## src/rtl/video_timing_pkg.sv

```systemverilog
// Shared timing constants, counter width and colour-bar palette for the raster generator.
package video_timing_pkg;

   localparam int CNT_W = 12;

   // 1280x720p60
   localparam int H720_ACTIVE = 1280;
   localparam int H720_FP     = 110;
   localparam int H720_SYNC   = 40;
   localparam int H720_BP     = 220;
   localparam int V720_ACTIVE = 720;
   localparam int V720_FP     = 5;
   localparam int V720_SYNC   = 5;
   localparam int V720_BP     = 20;

   // 640x480p60
   localparam int H480_ACTIVE = 640;
   localparam int H480_FP     = 16;
   localparam int H480_SYNC   = 96;
   localparam int H480_BP     = 48;
   localparam int V480_ACTIVE = 480;
   localparam int V480_FP     = 10;
   localparam int V480_SYNC   = 2;
   localparam int V480_BP     = 33;

   typedef logic [CNT_W-1:0] cnt_t;

   typedef struct packed {
      logic [7:0] r;
      logic [7:0] g;
      logic [7:0] b;
   } rgb_t;

   // Polarity-free sync flags travelling down the pipeline beside the pixel.
   typedef struct packed {
      logic fs;
      logic vs;
      logic hs;
      logic de;
   } sync_t;

   localparam rgb_t RGB_WHITE   = 24'hFFFFFF;
   localparam rgb_t RGB_YELLOW  = 24'hFFFF00;
   localparam rgb_t RGB_CYAN    = 24'h00FFFF;
   localparam rgb_t RGB_GREEN   = 24'h00FF00;
   localparam rgb_t RGB_MAGENTA = 24'hFF00FF;
   localparam rgb_t RGB_RED     = 24'hFF0000;
   localparam rgb_t RGB_BLUE    = 24'h0000FF;
   localparam rgb_t RGB_BLACK   = 24'h000000;

   function automatic rgb_t bar_color(input logic [2:0] idx);
      case (idx)
         3'd0:    return RGB_WHITE;
         3'd1:    return RGB_YELLOW;
         3'd2:    return RGB_CYAN;
         3'd3:    return RGB_GREEN;
         3'd4:    return RGB_MAGENTA;
         3'd5:    return RGB_RED;
         3'd6:    return RGB_BLUE;
         default: return RGB_BLACK;
      endcase
   endfunction

endpackage

```

## src/rtl/video_timing_gen_if.sv

```systemverilog
// Pixel-fetch and DVI-side signal bundle; master is the timing generator, slave the source/transmitter side.
interface video_timing_gen_if;
   import video_timing_pkg::*;

   logic       O_pix_req;
   cnt_t       O_pix_x;
   cnt_t       O_pix_y;
   logic [7:0] I_pix_r;
   logic [7:0] I_pix_g;
   logic [7:0] I_pix_b;
   logic       O_rgb_vs;
   logic       O_rgb_hs;
   logic       O_rgb_de;
   logic [7:0] O_rgb_r;
   logic [7:0] O_rgb_g;
   logic [7:0] O_rgb_b;
   logic       O_frame_start;

   modport master (
      output O_pix_req, O_pix_x, O_pix_y,
      input  I_pix_r, I_pix_g, I_pix_b,
      output O_rgb_vs, O_rgb_hs, O_rgb_de, O_rgb_r, O_rgb_g, O_rgb_b, O_frame_start
   );

   modport slave (
      input  O_pix_req, O_pix_x, O_pix_y,
      output I_pix_r, I_pix_g, I_pix_b,
      input  O_rgb_vs, O_rgb_hs, O_rgb_de, O_rgb_r, O_rgb_g, O_rgb_b, O_frame_start
   );

endinterface

```

## src/rtl/video_colorbar.sv

```systemverilog
// Combinational column-to-colour map for the eight-bar test pattern (white .. black, left to right).
module video_colorbar
   import video_timing_pkg::*;
#(
   parameter int BAR_W = 160
) (
   input  cnt_t x,
   output rgb_t rgb
);

   cnt_t       bar_q;
   logic [2:0] bar_idx;

   always_comb begin
      bar_q   = x / cnt_t'(BAR_W);
      // Columns past the eighth bar (H_ACTIVE not divisible by 8) stay black.
      bar_idx = (bar_q > cnt_t'(7)) ? 3'd7 : bar_q[2:0];
      rgb     = bar_color(bar_idx);
   end

endmodule

```

## src/rtl/video_timing_gen.sv

```systemverilog
// Raster generator: h/v counters, pixel fetch strobe, and 2-clock aligned DVI sync/RGB outputs.
// Build option VIDEO_TIMING_GEN_COLORBAR_EN replaces fetched pixels with an eight-bar pattern.
module video_timing_gen
   import video_timing_pkg::*;
#(
   parameter int H_ACTIVE = H720_ACTIVE,
   parameter int H_FP     = H720_FP,
   parameter int H_SYNC   = H720_SYNC,
   parameter int H_BP     = H720_BP,
   parameter int V_ACTIVE = V720_ACTIVE,
   parameter int V_FP     = V720_FP,
   parameter int V_SYNC   = V720_SYNC,
   parameter int V_BP     = V720_BP,
   parameter bit HS_POL   = 1'b1,
   parameter bit VS_POL   = 1'b1
) (
   input logic                I_rgb_clk,
   input logic                I_rst,
   input logic                I_en,
   video_timing_gen_if.master vid
);

   localparam int H_TOTAL  = H_ACTIVE + H_FP + H_SYNC + H_BP;
   localparam int V_TOTAL  = V_ACTIVE + V_FP + V_SYNC + V_BP;
   localparam int HS_START = H_ACTIVE + H_FP;
   localparam int HS_END   = HS_START + H_SYNC;
   localparam int VS_START = V_ACTIVE + V_FP;
   localparam int VS_END   = VS_START + V_SYNC;

   cnt_t  h_cnt_reg, v_cnt_reg;
   logic  h_last, v_last;
   sync_t flags_next;
   sync_t s1_reg, s2_reg, s3_reg;
   cnt_t  pix_x_reg, pix_y_reg;
   rgb_t  rgb_next, rgb_reg;

   assign h_last = (h_cnt_reg == cnt_t'(H_TOTAL - 1));
   assign v_last = (v_cnt_reg == cnt_t'(V_TOTAL - 1));

   always_ff @(posedge I_rgb_clk) begin
      if (I_rst || !I_en) begin
         h_cnt_reg <= '0;
         v_cnt_reg <= '0;
      end else begin
         h_cnt_reg <= h_last ? '0 : h_cnt_reg + cnt_t'(1);
         if (h_last) begin
            v_cnt_reg <= v_last ? '0 : v_cnt_reg + cnt_t'(1);
         end
      end
   end

   // With I_en low the counters sit at (0,0), which would decode as active; gate everything.
   always_comb begin
      flags_next = '0;
      if (I_en) begin
         flags_next.de = (h_cnt_reg < cnt_t'(H_ACTIVE)) && (v_cnt_reg < cnt_t'(V_ACTIVE));
         flags_next.hs = (h_cnt_reg >= cnt_t'(HS_START)) && (h_cnt_reg < cnt_t'(HS_END));
         flags_next.vs = (v_cnt_reg >= cnt_t'(VS_START)) && (v_cnt_reg < cnt_t'(VS_END));
         flags_next.fs = (h_cnt_reg == '0) && (v_cnt_reg == '0);
      end
   end

   always_ff @(posedge I_rgb_clk) begin
      if (I_rst) begin
         s1_reg    <= '0;
         s2_reg    <= '0;
         s3_reg    <= '0;
         pix_x_reg <= '0;
         pix_y_reg <= '0;
         rgb_reg   <= '0;
      end else begin
         s1_reg  <= flags_next;
         s2_reg  <= s1_reg;
         s3_reg  <= s2_reg;
         rgb_reg <= rgb_next;
         if (flags_next.de) begin
            pix_x_reg <= h_cnt_reg;
            pix_y_reg <= v_cnt_reg;
         end
      end
   end

`ifdef VIDEO_TIMING_GEN_COLORBAR_EN
   // x delayed one more clock so the bar colour lines up with where the fetched pixel would land.
   cnt_t pix_x_mid_reg;
   rgb_t bar_rgb;

   always_ff @(posedge I_rgb_clk) begin
      if (I_rst) begin
         pix_x_mid_reg <= '0;
      end else begin
         pix_x_mid_reg <= pix_x_reg;
      end
   end

   video_colorbar #(.BAR_W(H_ACTIVE / 8)) u_colorbar (
      .x   (pix_x_mid_reg),
      .rgb (bar_rgb)
   );

   assign rgb_next = s2_reg.de ? bar_rgb : '0;
`else
   assign rgb_next = s2_reg.de ? rgb_t'({vid.I_pix_r, vid.I_pix_g, vid.I_pix_b}) : '0;
`endif

   assign vid.O_pix_req     = s1_reg.de;
   assign vid.O_pix_x       = pix_x_reg;
   assign vid.O_pix_y       = pix_y_reg;
   assign vid.O_rgb_de      = s3_reg.de;
   assign vid.O_rgb_hs      = s3_reg.hs ? HS_POL : ~HS_POL;
   assign vid.O_rgb_vs      = s3_reg.vs ? VS_POL : ~VS_POL;
   assign vid.O_frame_start = s3_reg.fs;
   assign vid.O_rgb_r       = rgb_reg.r;
   assign vid.O_rgb_g       = rgb_reg.g;
   assign vid.O_rgb_b       = rgb_reg.b;

endmodule
```

## src/flat_wrapper.sv

```systemverilog
// flat-port wrapper written by rule: the top's interface ports become plain ports
module video_timing_gen_flat import video_timing_pkg::*;
#(
   parameter int H_ACTIVE = H720_ACTIVE,
   parameter int H_FP     = H720_FP,
   parameter int H_SYNC   = H720_SYNC,
   parameter int H_BP     = H720_BP,
   parameter int V_ACTIVE = V720_ACTIVE,
   parameter int V_FP     = V720_FP,
   parameter int V_SYNC   = V720_SYNC,
   parameter int V_BP     = V720_BP,
   parameter bit HS_POL   = 1'b1,
   parameter bit VS_POL   = 1'b1
)
  (I_rgb_clk, I_rst, I_en, vid_O_pix_req, vid_O_pix_x, vid_O_pix_y, vid_I_pix_r, vid_I_pix_g, vid_I_pix_b, vid_O_rgb_vs, vid_O_rgb_hs, vid_O_rgb_de, vid_O_rgb_r, vid_O_rgb_g, vid_O_rgb_b, vid_O_frame_start);
  video_timing_gen_if vid_i ();
  input logic I_rgb_clk;
  input logic I_rst;
  input logic I_en;
  output wire logic [$bits(vid_i.O_pix_req)-1:0] vid_O_pix_req;
  output wire logic [$bits(vid_i.O_pix_x)-1:0] vid_O_pix_x;
  output wire logic [$bits(vid_i.O_pix_y)-1:0] vid_O_pix_y;
  input wire logic [$bits(vid_i.I_pix_r)-1:0] vid_I_pix_r;
  input wire logic [$bits(vid_i.I_pix_g)-1:0] vid_I_pix_g;
  input wire logic [$bits(vid_i.I_pix_b)-1:0] vid_I_pix_b;
  output wire logic [$bits(vid_i.O_rgb_vs)-1:0] vid_O_rgb_vs;
  output wire logic [$bits(vid_i.O_rgb_hs)-1:0] vid_O_rgb_hs;
  output wire logic [$bits(vid_i.O_rgb_de)-1:0] vid_O_rgb_de;
  output wire logic [$bits(vid_i.O_rgb_r)-1:0] vid_O_rgb_r;
  output wire logic [$bits(vid_i.O_rgb_g)-1:0] vid_O_rgb_g;
  output wire logic [$bits(vid_i.O_rgb_b)-1:0] vid_O_rgb_b;
  output wire logic [$bits(vid_i.O_frame_start)-1:0] vid_O_frame_start;
  assign vid_O_pix_req = vid_i.O_pix_req;
  assign vid_O_pix_x = vid_i.O_pix_x;
  assign vid_O_pix_y = vid_i.O_pix_y;
  assign vid_i.I_pix_r = vid_I_pix_r;
  assign vid_i.I_pix_g = vid_I_pix_g;
  assign vid_i.I_pix_b = vid_I_pix_b;
  assign vid_O_rgb_vs = vid_i.O_rgb_vs;
  assign vid_O_rgb_hs = vid_i.O_rgb_hs;
  assign vid_O_rgb_de = vid_i.O_rgb_de;
  assign vid_O_rgb_r = vid_i.O_rgb_r;
  assign vid_O_rgb_g = vid_i.O_rgb_g;
  assign vid_O_rgb_b = vid_i.O_rgb_b;
  assign vid_O_frame_start = vid_i.O_frame_start;
  video_timing_gen #(.H_ACTIVE(H_ACTIVE), .H_FP(H_FP), .H_SYNC(H_SYNC), .H_BP(H_BP), .V_ACTIVE(V_ACTIVE), .V_FP(V_FP), .V_SYNC(V_SYNC), .V_BP(V_BP), .HS_POL(HS_POL), .VS_POL(VS_POL)) u_core (.I_rgb_clk(I_rgb_clk), .I_rst(I_rst), .I_en(I_en), .vid(vid_i));
endmodule
```

## config.mk

```make
export PLATFORM = sky130hd
export DESIGN_NAME = video_timing_gen_flat
export DESIGN_NICKNAME = d
export VERILOG_FILES = /design/src/rtl/video_timing_pkg.sv /design/src/rtl/video_timing_gen_if.sv /design/src/rtl/video_colorbar.sv /design/src/rtl/video_timing_gen.sv /design/src/flat_wrapper.sv
export SDC_FILE = /design/constraint.sdc
export NUM_CORES = 1
export LEC_CHECK = 0
export CORE_MARGIN = 2
export CORE_UTILIZATION = 30
export DETAILED_ROUTE_END_ITERATION = 10
export PLACE_DENSITY = 0.63
export SKIP_CTS_REPAIR_TIMING = 1
export SYNTH_ARGS = -nofsm -noshare
export SYNTH_HDL_FRONTEND = slang
export SYNTH_SLANG_ARGS = --single-unit
```

## constraint.sdc

```tcl
create_clock -name I_rgb_clk -period 3.7 [get_ports I_rgb_clk]
set_clock_uncertainty 0.1 [all_clocks]
set_input_delay 0.555 -clock I_rgb_clk [delete_from_list [all_inputs] [get_ports I_rgb_clk]]
set_output_delay 0.555 -clock I_rgb_clk [all_outputs]
set_load 0.01 [all_outputs]
```

# Word level (Yosys, flattened, before mapping)
# Cells that the tools add are included.
# W data, S select, Z words.
[totals] ff_bits=84 out_inout_bits=53
[op_classes] mux=4 reduce_logical=11 addsub=2 eq_ne=2 order_cmp=6 bitwise_logic=2
[ops] cell="$add A12 B1 Y12 const B" count=2
[ops] cell="$logic_not A12 Y1" count=2
[ops] cell="$lt A12 B10 Y1 const B" count=2
[ops] cell="$lt A12 B11 Y1 const B" count=2
[ops] cell="$eq A12 B10 Y1 const B" count=1
[ops] cell="$eq A12 B11 Y1 const B" count=1
[ops] cell="$ge A12 B10 Y1 const B" count=1
[ops] cell="$ge A12 B11 Y1 const B" count=1
[ops] cell="$mux W12" count=1
[ops] cell="$reduce_or A2 Y1" count=3
[ops] cell="$logic_and A1 B1 Y1" count=4
[ops] cell="$mux W1" count=3
[ops] cell="$not A1 Y1" count=2
[ops] cell="$logic_not A1 Y1" count=1
[ops] cell="$logic_or A1 B1 Y1" count=1

# Longest topological paths before layout
# Gate-level depths: netlist (run 1).
[logic_depth] word_depth=3 depth_mapped=7 mapped_depth_nobuf=6

# Worst setup path after synthesis (run 1)
# Ideal clock, no wire load.
[synth_path] kind="reg-to-reg" startpoint="register u_core.h_cnt_reg[2]" endpoint="register u_core.v_cnt_reg[5]" arrival_ps=1690 stages_incl_launch_ff=6 setup_time_ps=124 setup_slack_ps=1785 path_cell_list="dfxtp_1 -> buf_6 -> or4_4 -> nor4_4 -> mux2i_1 -> nor4_2"
[synth_via] elab_chain_cells=1
[synth_lines] item="start: declaration" line="video_timing_gen.sv:30" source="cnt_t h_cnt_reg, v_cnt_reg;"
[synth_lines] item="start signal: assignment" line="video_timing_gen.sv:45" source="h_cnt_reg <= h_last ? '0 : h_cnt_reg + cnt_t'(1);"
[synth_lines] item="$eq A12 B11 Y1" line="video_timing_gen.sv:37" source="assign h_last = (h_cnt_reg == cnt_t'(H_TOTAL - 1));"
[synth_lines] item="end signal: assignment" line="video_timing_gen.sv:47" source="v_cnt_reg <= v_last ? '0 : v_cnt_reg + cnt_t'(1);"
[synth_lines] item="end: declaration" line="video_timing_gen.sv:30"
# Every way passes these cells.
# A chain may end at the register's enable or synchronous reset.

# Worst setup path in the final report (run 1)
[layout_path] startpoint="register u_core.h_cnt_reg[2]" endpoint="register u_core.v_cnt_reg[3]"
# The elaborated chain is that of the path after synthesis.

==> flow_summary.toml, run 1 <==
[cts]
cts_max_level = 3
cts_tree = "yes"
clk_path_buf_depth = 2
clockRootBuffer = "clkbuf_16"
clkSlewWorstSetupHoldPaths_ps = 60
clock-sinks = 84
clk_latency_ps = 330
cts_buffers = 9

[global_routing]
grt_pass1_wl_um = 12400
antenna_found_initial = 0
grt.total_usage_pct = 12.3
grt_max_degree = 56
grt_overflow = 0
grt_pass1_vias = 2552

[yosys]
synth-main-ff-cell = "dfxtp_1"
ys_async_sr_fraction_pct = 0
synth_most_common_cell = "dfxtp_1"
yosysTopAreaCell = "dfxtp_1"
synth_seq_cells = 84
yosysUniqueCellTypes = 42
synthTopCellsByArea = "dfxtp_1 49%, nand2b_1 7.7%, mux2i_1 6.4%"
avgSynthCellArea_um2 = 9.75
syn_nets = 385
synth_edf_count = 0
syn_area_um2 = 3420
synthTopCellsByCount = "84 x dfxtp_1, 42 x nand2b_1, 27 x nor2_1, 25 x and2_1, 22 x mux2i_1"
ys_seq_area_share_pct = 49.1
yosys_warnings = 0
synth_cells = 351
synth_top_cell_area_share_pct = 49.1

[drt]
drc = 0
firstDrtPassIters = 4
via_per_inst = 4.64
wl_per_cell_um = 13.1
vias = 2629
postRouteAntennaNets = 0
dr.first_iter.drc_count = 202
wl_um = 7450

[critical_path]
critPathMaxFanout = 9
arrival_ps = 2390
cp.required_ps = 3800
endpoint_kind = "flop"
startpoint_type = "flop"
path_class = "reg -> reg"

[cells_and_area]
drive_gt1_share_pct = 5.42
finalNetCount = 453
n_antenna_cell = 0
areaGrowthSynthToFinish_pct = 33.6
stdcell_count = 567

[place]
hpwl_um = 5310
gp_congestion = 0.811
placedCellCount = 551
portBuffers = 79

[die]
start_util_pct = 30.4
num_rows = 39
num_io_pins = 80
fp.dieH_um = 111
fp.dieW_um = 111
core_um2 = 11300
dieArea_um2 = 12300

[timing]
relSlewSlack_pct = 59.0
period_needed_ps = 2290
hold_viol = 0
setup_viol = 0
post-route-period-util_pct = 62.0
fin_tns_setup_ps = 0
rsz0062_at_grt = "false"
maxSlewViolCount = 0
clock.fmax_ghz = 0.436
max_slew.worst_pin.slew_ps = 608

[outcome]
outcome = "completed"

[flow_run]
drv_cap = 0

[power_and_ir_drop]
p_leak_nw = 1.59
power_density_nw_per_um2 = 417
ir_drop_mv = 0.237

[hold_path]
hold_path_class = "reg -> reg"
==> per-stage QoR <==
step / setup WS, ps / power [mW] / util, % / hold WS (ps) / cell area, µm²
2_1_floorplan: 1790 / 0.977 / - / 314 / 3420
3_3_place_gp: 1140 / 1.02 / 37.9 / 323 / 4270
3_5_place_dp: 1090 / 1.02 / 37.9 / 320 / 4270
4_1_cts: 1400 / 1.92 / 40.6 / 337 / 4570
5_1_grt: 1120 / 1.98 / 40.6 / 351 / 4570
6_report: 1410 / 1.91 / 40.6 / 338 / 4570
==> kinds of logic (layout without fill, tap and decap cells) <==
logic type | after synthesis | count (layout) | share of synthesized area (%)
buffers and inverters | 30 | 103 | 4.79
adders and majority gates | 7 | 7 | 2.56
muxes | 22 | 22 | 6.43
and+or+nand+nor | 173 | 173 | 29.9
AOI/OAI and AO/OA | 23 | 23 | 4.17
xor gates and xnor gates | 12 | 12 | 3.07
DFF | 84 | 84 | 49.1
==> power by group <==
| part | switching (mW) | internal (mW) | leakage, nW |
|---|---|---|---|
| sequential | 0.00411 | 0.913 | 0.679 |
| clock | 0.375 | 0.530 | 0.141 |
| combinational | 0.0325 | 0.0524 | 0.773 |
| total | 0.412 | 1.50 | 1.59 |
==> final timing paths <==
path	start	endpoint	slack (ps)	cells after the start
max	u_core.h_cnt_reg[2]$_SDFF_PP0_	u_core.v_cnt_reg[3]$_SDFFE_PP0N_	1410	4
min	u_core.s2_reg[1]$_SDFF_PP0_	u_core.s3_reg[1]$_SDFF_PP0_	340	1
max reg2reg	u_core.h_cnt_reg[2]$_SDFF_PP0_	u_core.v_cnt_reg[3]$_SDFFE_PP0N_	1410	4
min reg2reg	u_core.s2_reg[1]$_SDFF_PP0_	u_core.s3_reg[1]$_SDFF_PP0_	340	1
==> critical path: stages (launching register included) <==
cell     delay [ps]
dfxtp_1         410
nor4_1          570
nand3_1         360
o21ai_0         600
nor2_1          110
==> layout make-up <==
class | instances | area, µm²
clock buffer | 10 | 229
clock inverter | 6 | 73.8
tap | 143 | 179
multi-input combinational | 237 | 1580
inverter | 5 | 18.8
fill | 1100 | 6700
timing repair buffer | 82 | 813
sequential | 84 | 1680
==> cell usage in the layout (no fill, tap or decap), types with 3 or more instances in the layout <==
| master | synthesis | routed |
|---|---|---|
| buf_4 | 3 | 3 |
| dfxtp_1 | 84 | 84 |
| nor2b_1 | 11 | 11 |
| xor2_1 | 3 | 3 |
| a31oi_1 | 3 | 3 |
| nand4_1 | 6 | 6 |
| nand2_1 | 12 | 12 |
| and4_1 | 3 | 3 |
| clkbuf_16 | 0 | 9 |
| nor2_1 | 27 | 27 |
| clkdlybuf4s50_1 | 0 | 79 |
| xnor2_1 | 9 | 9 |
| nor4_1 | 9 | 9 |
| a211oi_1 | 3 | 3 |
| and3_1 | 4 | 4 |
| nor3_1 | 6 | 6 |
| mux2i_1 | 22 | 22 |
| a21oi_1 | 4 | 4 |
| ha_1 | 7 | 7 |
| nor3b_1 | 4 | 4 |
| and2_1 | 25 | 25 |
| inv_1 | 5 | 5 |
| nand3_1 | 11 | 11 |
| o21ai_0 | 8 | 8 |
| nand2b_1 | 42 | 42 |
==> metal layers <==
layer / GRT usage [%] / vias up / part of all wire (%)
li1: - / 1319 / -
met1: 15.7 / 1205 / 47
met2: 19.8 / 94 / 45
met3: 2.95 / 11 / 5.9
met4: 5.67 / 0 / 1.6
met5: 0 / - / 0
No activity file was read; power rests on OpenSTA's default activity.
==> inputs of run 2 (changes only) <==
Clock period 3.7 ns to 2.3 ns, I/O delays scaled along.
==> run 2 against run 1 <==
Critical path depth unchanged. Final cell count grew 1.2%. Utilization increased by 0.57 points. Highest routed layer unchanged.
==> flow_summary.toml, run 2 (synthesis gave the netlist of run 1 again) <==
[critical_path]
arrival_ps = 2180
crit_path_cell_trace = "or4_4, nor4_4, mux2i_1, nor4_2"
worstRegToRegCells = 4
cp.required_ps = 2410
cp_slowest_cell = "or4_4"
endpoint_kind = "flop"
rr_endpoint = "u_core.v_cnt_reg[5]$_SDFFE_PP0N_"
max_stage_delay_ps = 610
path_class = "reg -> reg"
crit_start = "u_core.h_cnt_reg[2]$_SDFF_PP0_"
critPathMaxFanout = 9
crit_path_end = "u_core.v_cnt_reg[5]$_SDFFE_PP0N_"
rrSetupSlack_ps = 230
timing.rr.start = "u_core.h_cnt_reg[2]$_SDFF_PP0_"
startpoint_type = "flop"

[cells_and_area]
fill_cells = 1085
multi_input_area_um2 = 1580
regArea_um2 = 1680
areaGrowthSynthToFinish_pct = 35.5
final_cell_mix = "84 x dfxtp_1, 79 x clkdlybuf4s50_1, 42 x nand2b_1, 27 x nor2_1, 25 x and2_1"
n_antenna_cell = 0
finalNetCount = 460
final_common_cell = "dfxtp_1"
drive_gt1_share_pct = 7.19
stdcell_count = 574

[global_routing]
grt_pass1_vias = 2650
grt.busiest_layer = "met2"
met2_usage_pct = 21.5
grt_max_degree = 39
grt.met1_usage_pct = 16.1
antenna_found_initial = 0
grt_pass1_wl_um = 13000
grt.total_usage_pct = 12.9
grt_overflow = 0
use_met3_pct = 2.73

[die]
num_io_pins = 80
fp.dieW_um = 111
start_util_pct = 30.4
num_rows = 39
dieArea_um2 = 12300
fp.dieH_um = 111
core_um2 = 11300

[drt]
wl_per_cell_um = 13.3
via_per_inst = 4.62
postRouteAntennaNets = 0
firstDrtPassIters = 4
drc = 0
vias = 2651
dr.first_iter.drc_count = 185
wl_um = 7630

[cts]
clk_latency_ps = 340
clkSlewWorstSetupHoldPaths_ps = 70
clk_path_buf_depth = 2
cts_buffers = 9
clockRootBuffer = "clkbuf_16"
cts_tree = "yes"
clock-sinks = 84
cts_max_level = 3

[place]
portBuffers = 79
gp_congestion = 0.806
placedCellCount = 558
hpwl_um = 5420
pre_cts_ws_ps = 135

[timing]
maxSlewViolCount = 0
setup_viol = 0
hold_viol = 0
fin_tns_setup_ps = 0
setup_ws_ps = 228
post-route-period-util_pct = 90.1
clock.fmax_ghz = 0.483
relSlewSlack_pct = 24.3
rsz0062_at_grt = "false"
whs_ps = 336
period_needed_ps = 2070
max_slew.worst_pin.slew_ps = 1130

[power_and_ir_drop]
power_density_nw_per_um2 = 658
ir_drop_mv = 0.383
p_leak_nw = 1.64

[hold_path]
hold_path_class = "reg -> reg"

[flow_run]
drv_cap = 0

[outcome]
outcome = "completed"
==> run 2: cell type report <==
cell class,instances,area share [%]
clock buffers,9,4.86
inverters,5,0.405
clock inverters,7,1.65
well taps,143,3.86
flip-flops and latches,84,36.3
repair buffers,89,18.9
multi-input cells,237,34.0
==> run 2: layer usage <==
| metal | up-vias | part of all wire [%] |
|---|---|---|
| met5 | - | 0 |
| met4 | 0 | 1.8 |
| met3 | 10 | 4.7 |
| met2 | 80 | 47 |
| met1 | 1224 | 46 |
| li1 | 1337 | - |
==> run 2: worst max-delay path, delay by kind of cell (launching register included) <==
| kind | cells | cell delay [ps] |
|---|---|---|
| multiplexers | 1 | 280 |
| flip-flops | 1 | 400 |
| AND/OR/NAND/NOR | 3 | 1160 |
==> run 2: power breakdown <==
| part | internal (mW) | switching, mW | leakage [nW] |
|---|---|---|---|
| clock network | 0.769 | 0.658 | 0.148 |
| registers | 1.47 | 0.00548 | 0.679 |
| logic | 0.0916 | 0.0574 | 0.810 |
| total | 2.33 | 0.721 | 1.64 |
==> run 2: stage by stage <==
| step | utilization [%] | area (µm²) | power (mW) |
|---|---|---|---|
| after detailed placement | 38.5 | 4340 | 1.66 |
| after global routing | 41.1 | 4640 | 3.15 |
| final | 41.1 | 4640 | 3.05 |
| after global placement | 38.5 | 4340 | 1.66 |
| after CTS | 41.1 | 4640 | 3.07 |
| after floorplan | - | 3420 | 1.57 |
==> run 2: worst min-delay path by stage <==
stage | startpoint | endpoint | slack, ps | cells past startpoint
6_report | u_core.s1_reg[3]$_SDFF_PP0_ | u_core.s2_reg[3]$_SDFF_PP0_ | 340 | 1
5_1_grt | u_core.s1_reg[2]$_SDFF_PP0_ | u_core.s2_reg[2]$_SDFF_PP0_ | 360 | 1
4_1_cts | u_core.s2_reg[2]$_SDFF_PP0_ | u_core.s3_reg[2]$_SDFF_PP0_ | 340 | 1
3_5_place_dp | u_core.s2_reg[2]$_SDFF_PP0_ | u_core.s3_reg[2]$_SDFF_PP0_ | 320 | 1
3_3_place_gp | u_core.s1_reg[1]$_SDFF_PP0_ | u_core.s2_reg[1]$_SDFF_PP0_ | 320 | 1
2_1_floorplan | u_core.s1_reg[1]$_SDFF_PP0_ | u_core.s2_reg[1]$_SDFF_PP0_ | 310 | 1
